### src/rtl/bcd_to_bin_seq.sv
// Sequential BCD-to-binary converter (reverse double-dabble, one shift per clock).
// Optional signed output is enabled by defining BCD2BIN_SIGN_EN.
module bcd_to_bin_seq #(
    parameter int unsigned DIGITS    = 3,
    parameter int unsigned BIN_WIDTH = 8
) (
    input  logic                    clk,
    input  logic                    rst_n,
    input  logic                    start,
    input  logic [4*DIGITS-1:0]     bcd_in,
`ifdef BCD2BIN_SIGN_EN
    input  logic                    sign_in,
`endif
    output logic                    busy,
    output logic                    done,
`ifdef BCD2BIN_SIGN_EN
    output logic [BIN_WIDTH:0]      bin_out,
`else
    output logic [BIN_WIDTH-1:0]    bin_out,
`endif
    output logic                    err_digit,
    output logic                    overflow
);

`ifdef BCD2BIN_SIGN_EN
    localparam int unsigned OUT_W = BIN_WIDTH + 1;
`else
    localparam int unsigned OUT_W = BIN_WIDTH;
`endif
    localparam int unsigned DIG_W = 4 * DIGITS;
    localparam int unsigned TOT_W = DIG_W + BIN_WIDTH;
    localparam int unsigned CNT_W = (BIN_WIDTH > 1) ? $clog2(BIN_WIDTH) : 1;

    typedef enum logic [1:0] {
        IDLE,
        SHIFT,
        DONE
    } state_t;

    state_t             state_q;
    state_t             state_d;
    logic [DIG_W-1:0]   dig_q;
    logic [BIN_WIDTH-1:0] bin_q;
    logic [CNT_W-1:0]   cnt_q;
    logic [OUT_W-1:0]   bin_out_q;
    logic               err_q;
    logic               ovf_q;
`ifdef BCD2BIN_SIGN_EN
    logic               sign_q;
`endif

    logic               accept;
    logic               bad_digit;
    logic               last_iter;
    logic [TOT_W-1:0]   shifted;
    logic [DIG_W-1:0]   dig_next;
    logic [BIN_WIDTH-1:0] bin_next;
    logic               resid_nz;
    logic [OUT_W-1:0]   result;

    function automatic logic any_bad(input logic [DIG_W-1:0] d);
        logic bad;
        bad = 1'b0;
        for (int unsigned i = 0; i < DIGITS; i++) begin
            if (d[4*i +: 4] > 4'd9)
                bad = 1'b1;
        end
        return bad;
    endfunction

    // Per-digit correction after the shift; each nibble is adjusted on its own.
    function automatic logic [DIG_W-1:0] correct(input logic [DIG_W-1:0] d);
        logic [DIG_W-1:0] r;
        r = d;
        for (int unsigned i = 0; i < DIGITS; i++) begin
            if (d[4*i +: 4] >= 4'd8)
                r[4*i +: 4] = d[4*i +: 4] - 4'd3;
        end
        return r;
    endfunction

    assign accept    = start && (state_q != SHIFT);
    assign bad_digit = any_bad(bcd_in);
    assign last_iter = (cnt_q == CNT_W'(BIN_WIDTH - 1));
    assign shifted   = {dig_q, bin_q} >> 1;
    assign dig_next  = correct(shifted[TOT_W-1:BIN_WIDTH]);
    assign bin_next  = shifted[BIN_WIDTH-1:0];
    assign resid_nz  = |dig_next;

`ifdef BCD2BIN_SIGN_EN
    logic [OUT_W-1:0] magnitude;
    always_comb begin
        magnitude = {1'b0, resid_nz ? {BIN_WIDTH{1'b1}} : bin_next};
        result    = sign_q ? ((~magnitude) + OUT_W'(1)) : magnitude;
    end
`else
    assign result = resid_nz ? '1 : bin_next;
`endif

    always_comb begin
        state_d = state_q;
        case (state_q)
            IDLE: begin
                if (accept)
                    state_d = bad_digit ? DONE : SHIFT;
            end
            SHIFT: begin
                if (last_iter)
                    state_d = DONE;
            end
            DONE: begin
                if (accept)
                    state_d = bad_digit ? DONE : SHIFT;
                else
                    state_d = IDLE;
            end
            default: state_d = IDLE;
        endcase
    end

    always_ff @(posedge clk or negedge rst_n) begin
        if (!rst_n)
            state_q <= IDLE;
        else
            state_q <= state_d;
    end

    always_ff @(posedge clk or negedge rst_n) begin
        if (!rst_n) begin
            dig_q     <= '0;
            bin_q     <= '0;
            cnt_q     <= '0;
            bin_out_q <= '0;
            err_q     <= 1'b0;
            ovf_q     <= 1'b0;
`ifdef BCD2BIN_SIGN_EN
            sign_q    <= 1'b0;
`endif
        end else if (accept) begin
            dig_q <= bcd_in;
            bin_q <= '0;
            cnt_q <= '0;
            err_q <= bad_digit;
            ovf_q <= 1'b0;
`ifdef BCD2BIN_SIGN_EN
            sign_q <= sign_in;
`endif
            if (bad_digit)
                bin_out_q <= '0;
        end else if (state_q == SHIFT) begin
            dig_q <= dig_next;
            bin_q <= bin_next;
            cnt_q <= cnt_q + CNT_W'(1);
            // Result is captured on the same edge that enters DONE.
            if (last_iter) begin
                ovf_q     <= resid_nz;
                bin_out_q <= result;
            end
        end
    end

    assign busy      = (state_q == SHIFT);
    assign done      = (state_q == DONE);
    assign bin_out   = bin_out_q;
    assign err_digit = err_q;
    assign overflow  = ovf_q;

endmodule

### config.mk
export PLATFORM = sky130hd
export DESIGN_NAME = bcd_to_bin_seq
export DESIGN_NICKNAME = d
export VERILOG_FILES = /design/src/rtl/bcd_to_bin_seq.sv
export SDC_FILE = /design/constraint.sdc
export NUM_CORES = 1
export LEC_CHECK = 0
export ABC_AREA = 1
export ABC_CLOCK_PERIOD_IN_PS = 2300
export CORE_MARGIN = 10
export CORE_UTILIZATION = 40
export CTS_CLUSTER_SIZE = 30
export DETAILED_ROUTE_END_ITERATION = 6
export PLACE_DENSITY_LB_ADDON = 0.15
export SLEW_MARGIN = 20
export SYNTH_ARGS = -nofsm -noshare
export SYNTH_HDL_FRONTEND = slang
export SYNTH_SLANG_ARGS = --single-unit
### constraint.sdc
create_clock -name clk -period 2.3 [get_ports clk]
set_input_delay 0.46 -clock clk [delete_from_list [all_inputs] [get_ports clk]]
set_output_delay 0.46 -clock clk [all_outputs]
set_load 0.1 [all_outputs]
-- After elaboration in Yosys (flattened, before gate mapping)
Cells that the tools add are included.
- bits of input ports: 15
- output and inout port bits: 12
- flip-flop bits (word level): 35
- word-level logic and storage cells: 57
- $add $sub $neg: 4
- mux-type cells: 25
- magnitude comparators: 6
- reductions and logical operators: 8
- equal/unequal tests: 7
- operators with widths (operator ; number):
    $mux 8 ; 7
    $mux 12 ; 2
    $gt 4x4->1 const B ; 3
    $mux 4 ; 3
    $reduce_or 12->1 ; 1
    $ge 4x4->1 const B ; 2
    $mux 2 ; 4
    $sub 4x2->4 const B ; 2
    $mux 1 ; 6
    $mux 3 ; 2
    $ne 2x1->1 const B ; 3
    $pmux 2 s3 ; 1
    $ge 3x4->1 const B ; 1
    $reduce_and 2->1 ; 2
    $reduce_bool 2->1 ; 2
    $sub 3x2->4 const B ; 1
    $add 3x1->3 const B ; 1
    $eq 3x3->1 const B ; 1
    $reduce_and 3->1 ; 1
    $eq 2x1->1 const B ; 1
    $eq 2x2->1 const B ; 1
    $logic_not 2->1 ; 1
    $ne 2x2->1 const B ; 1
    $logic_and 1x1->1 ; 1

-- Logic depth before layout (Yosys ltp)
- word-level depth: 7
- gate-level depth with buffers: 10
- gate-level depth less buffers: 10

-- Worst setup path before layout
Ideal clock, no wire load.
- kind: register to output
- start: register state_q[1]
- end: output port done
- buffers on the path: 0
- data required time: 1840 ps
- setup slack: 170 ps
- stages on the path, launching flop included: 3
- arrival: 1670 ps
- cell sequence: dfrtp_1 inv_1 nor2_1
- longest elaborated chain between the ends: 1
- ends and longest elaborated chain (item ; line ; RTL):
    start, declared ; 40 ; state_t state_q;
    start signal, assigned ; 125 ; state_q <= state_d;
    $eq 2x2->1 ; 163 ; assign done = (state_q == DONE);
    end, declared ; 15 ; output logic done,
No other way between the ends.

-- Worst setup path in the final report
- start: register state_q[1]
- end: output port busy
- longest elaborated chain between the ends: 1
- ends and longest elaborated chain (item ; line ; RTL):
    $eq 2x1->1 ; 162 ; assign busy = (state_q == SHIFT);
    end, declared ; 14 ; output logic busy,
No other way between the ends.

==> run_summary.xml <==
<?xml version="1.0" encoding="UTF-8"?>
<metrics>
  <group name="sta">
    <metric name="worst-slew-pin-transition" unit="ps">438</metric>
    <metric name="worst_clock_skew" unit="ps">6.92</metric>
    <metric name="grt_setup_unrepaired" unit="">no</metric>
    <metric name="setup_viol_count_final" unit="">0</metric>
    <metric name="period_minus_slack" unit="ps">1700</metric>
    <metric name="timing.fmax" unit="MHz">589</metric>
    <metric name="worst_slew_margin_rel" unit="%">70.8</metric>
    <metric name="drv_slew" unit="">0</metric>
    <metric name="setup_tns" unit="ps">0</metric>
    <metric name="fin_crit_share" unit="%">73.9</metric>
    <metric name="final-hold-violation-count" unit="">0</metric>
  </group>
  <group name="synthesis">
    <metric name="ys_seq_elements" unit="">34</metric>
    <metric name="synth-simple-area-share" unit="%">24.5</metric>
    <metric name="async_reset_ff_share" unit="%">100</metric>
    <metric name="yosysSeqAreaShare" unit="%">49.2</metric>
    <metric name="postSynthCellCount" unit="">198</metric>
    <metric name="synth_adder_area_share" unit="%">4.34</metric>
    <metric name="synth.mux.area_fraction" unit="%">0</metric>
    <metric name="dominant_combinational_cell_family_by_area_after_synthesis" unit="">simple AND/OR/NAND/NOR gates</metric>
    <metric name="area_fraction_in_compound_gates_after_synthesis" unit="%">12.9</metric>
    <metric name="post_synth_instance_area" unit="um^2">1730</metric>
    <metric name="synthFlopType" unit="">dfrtp_1</metric>
    <metric name="yosysWarnings" unit="">0</metric>
    <metric name="synthDistinctLibCells" unit="">24</metric>
    <metric name="synth_nets" unit="">219</metric>
    <metric name="number_of_enable_flip_flop_cells_after_synthesis" unit="">0</metric>
    <metric name="post_synth.cell_area_avg" unit="um^2">8.73</metric>
    <metric name="synth_xor_area_share" unit="%">0.507</metric>
  </group>
  <group name="worst_setup_path">
    <metric name="cp.required" unit="ps">1840</metric>
    <metric name="timing.setup.critical_path_class" unit="">reg2out</metric>
    <metric name="crit_start" unit="">state_q[1]$_DFFE_PN0P_</metric>
    <metric name="timing.critical_path.cells" unit="">nor2_4, buf_4, buf_12</metric>
    <metric name="worst_setup_path_endpoint" unit="">busy</metric>
    <metric name="worst-r2r-setup-slack" unit="ps">640</metric>
    <metric name="critPathLaunchType" unit="">register</metric>
    <metric name="r2r_cells" unit="">10</metric>
    <metric name="critPathMaxFanout" unit="">7</metric>
    <metric name="rr_endpoint" unit="">bin_out[2]$_DFFE_PN0P_</metric>
    <metric name="crit_path_max_incr_delay" unit="ps">400</metric>
    <metric name="r2r_start" unit="">dig_q[5]$_DFFE_PN0P_</metric>
    <metric name="timing.critical_path.arrival" unit="ps">1240</metric>
    <metric name="end_kind" unit="">output port</metric>
    <metric name="cp_slowest_cell" unit="">dfrtp_1</metric>
  </group>
  <group name="clock_tree">
    <metric name="clk_latency" unit="ps">280</metric>
    <metric name="cts_made_buffers" unit="">5</metric>
    <metric name="cts-hold-fix-buffers" unit="">0</metric>
    <metric name="clockBufferDepth" unit="">2</metric>
    <metric name="postCtsSetupRepairBufs" unit="">0</metric>
    <metric name="clkTransAtPathRegs" unit="ps">60</metric>
    <metric name="sink_count_of_the_clock_tree" unit="">34</metric>
    <metric name="cts_tree" unit="">yes</metric>
    <metric name="ctsRootBufferMaster" unit="">clkbuf_8</metric>
    <metric name="post_cts_resize_count" unit="">0</metric>
    <metric name="clock_tree.htree_level_count" unit="">2</metric>
  </group>
  <group name="finish">
    <metric name="mostFrequentLayoutCells" unit="">64 x nand2_1, 34 x dfrtp_1, 25 x inv_1</metric>
    <metric name="ratio_of_cells_with_drive_above_1_in_the_final_layout" unit="%">16.9</metric>
    <metric name="layout.cells.most_common" unit="">nand2_1</metric>
    <metric name="layout-area-overhead-vs-synth" unit="%">22.7</metric>
    <metric name="num-nets-final" unit="">251</metric>
    <metric name="post_route_cell_area" unit="um^2">2120</metric>
    <metric name="num_antenna_cells" unit="">0</metric>
  </group>
  <group name="placement">
    <metric name="placed_area" unit="um^2">2030</metric>
    <metric name="gp_congestion" unit="">0.738</metric>
    <metric name="place_hpwl" unit="um">2820</metric>
    <metric name="io_buffer_count" unit="">26</metric>
  </group>
  <group name="routing">
    <metric name="final_wirelength" unit="um">3870</metric>
    <metric name="dr_total_vias" unit="">1399</metric>
    <metric name="dr.first_iter.drc_count" unit="">105</metric>
    <metric name="route.detailed.vias_per_inst" unit="">4.98</metric>
    <metric name="per_cell_routed_wire_length" unit="um">13.8</metric>
    <metric name="drc_errors" unit="">0</metric>
    <metric name="first_pass_iters" unit="">4</metric>
    <metric name="drt.antenna.violating_nets" unit="">0</metric>
  </group>
  <group name="run">
    <metric name="max-cap-violations" unit="">0</metric>
  </group>
  <group name="die">
    <metric name="num_io_pins" unit="">27</metric>
    <metric name="floorplan.core_area" unit="um^2">4090</metric>
    <metric name="design.die.area" unit="um^2">7350</metric>
    <metric name="initial_core_util" unit="%">42.3</metric>
    <metric name="height_of_the_die" unit="um">85.7</metric>
    <metric name="die_w" unit="um">85.7</metric>
    <metric name="std_cell_rows" unit="">23</metric>
  </group>
  <group name="grt">
    <metric name="vias_in_the_first_global_route" unit="">1428</metric>
    <metric name="grt_pass1_wl" unit="um">6780</metric>
    <metric name="global_route.overflow_total" unit="">0</metric>
    <metric name="grt_util_all_layers" unit="%">11.4</metric>
    <metric name="grt_start_max_net_pins" unit="">35</metric>
    <metric name="initial_antenna_violation_count" unit="">0</metric>
  </group>
  <group name="worst_hold_path">
    <metric name="hold-path-cell-count" unit="">1</metric>
    <metric name="hold_path.class" unit="">reg2reg</metric>
  </group>
  <group name="power">
    <metric name="worst_ir_drop_vdd" unit="uV">784</metric>
    <metric name="power_per_cell_area" unit="nW/um^2">1160</metric>
    <metric name="static-leakage-power" unit="nW">1.07</metric>
  </group>
  <group name="outcome">
    <metric name="outcome" unit="">finished clean</metric>
  </group>
</metrics>
## per-stage QoR
| stage | power (mW) | hold WS (ps) | cells | setup WS [ps] | utilization, % |
|---|---|---|---|---|---|
| 2_1_floorplan | 1.75 | 164 | 198 | 170 | - |
| 3_3_place_gp | 2.02 | 467 | 273 | 389 | 49.6 |
| 3_5_place_dp | 2.03 | 466 | 273 | 372 | 49.6 |
| 4_1_cts | 2.49 | 480 | 281 | 583 | 51.9 |
| 5_1_grt | 2.67 | 526 | 281 | 456 | 51.9 |
| 6_report | 2.46 | 475 | 281 | 601 | 51.9 |
## registers in the layout, summed over array words and instances (netlist names)
signal	flops
overflow	1
bin_q	7
state_q	2
dig_q	12
err_digit	1
bin_out	8
cnt_q	3
## worst max-delay path, delay by kind of cell (launching register included)
family / cells / cell delay, ps
buffers and inverters: 2 / 380
DFF: 1 / 400
and+or+nand+nor: 1 / 170
## routing by layer
layer / vias up / part of all wire, % / global-route usage (%)
li1: 703 / - / -
met5: - / 0 / 0
met4: 0 / 1.2 / 3.14
met3: 6 / 5.0 / 3.88
met2: 31 / 46 / 17.8
met1: 659 / 47 / 14.5
## Yosys cell counts, types with 3 or more instances
master / number / area (um^2)
nand3_1: 13 / 65.1
nor2_4: 3 / 33.8
dfrtp_1: 34 / 851
inv_1: 25 / 93.8
o21ai_0: 5 / 25.0
nand2_2: 4 / 25.0
nand2_1: 64 / 240
nor2_1: 4 / 15.0
ha_1: 6 / 75.1
inv_2: 5 / 18.8
a21oi_1: 3 / 15.0
o221ai_1: 7 / 61.3
o22ai_1: 8 / 50.1
o211ai_1: 5 / 37.5
## cell families after synthesis
group	count (synthesis)
DFF	34
buffers and inverters	35
AOI/OAI and AO/OA	31
and+or+nand+nor	91
adders and majority gates	6
xor gates and xnor gates	1
## worst min path at each step
stage	startpoint	end	slack, ps
finish	cnt_q[0]$_DFFE_PN0P_	cnt_q[0]$_DFFE_PN0P_	470
global route	bin_out[3]$_DFFE_PN0P_	bin_out[3]$_DFFE_PN0P_	530
detailed placement	bin_out[0]$_DFFE_PN0P_	bin_out[0]$_DFFE_PN0P_	470
floorplan	rst_n	bin_out[0]$_DFFE_PN0P_	160
global placement	cnt_q[0]$_DFFE_PN0P_	cnt_q[0]$_DFFE_PN0P_	470
CTS	cnt_q[0]$_DFFE_PN0P_	cnt_q[0]$_DFFE_PN0P_	480
## report_power, final
group          internal [mW]  switching [mW]  leakage [nW]
Clock                  0.241           0.208        0.0482
Combinational          0.359           0.783         0.571
Sequential             0.754           0.111         0.448
## layout make-up
type                            count  area, um^2
Clock buffer                        7        86.3
Clock inverter                      1        5.00
Fill cell                         399        1970
Inverter                           30         113
Multi-Input combinational cell    129         729
Sequential cell                    34         851
Tap cell                           50        62.6
Timing Repair Buffer               30         273
(Power assumes the default switching activity.)
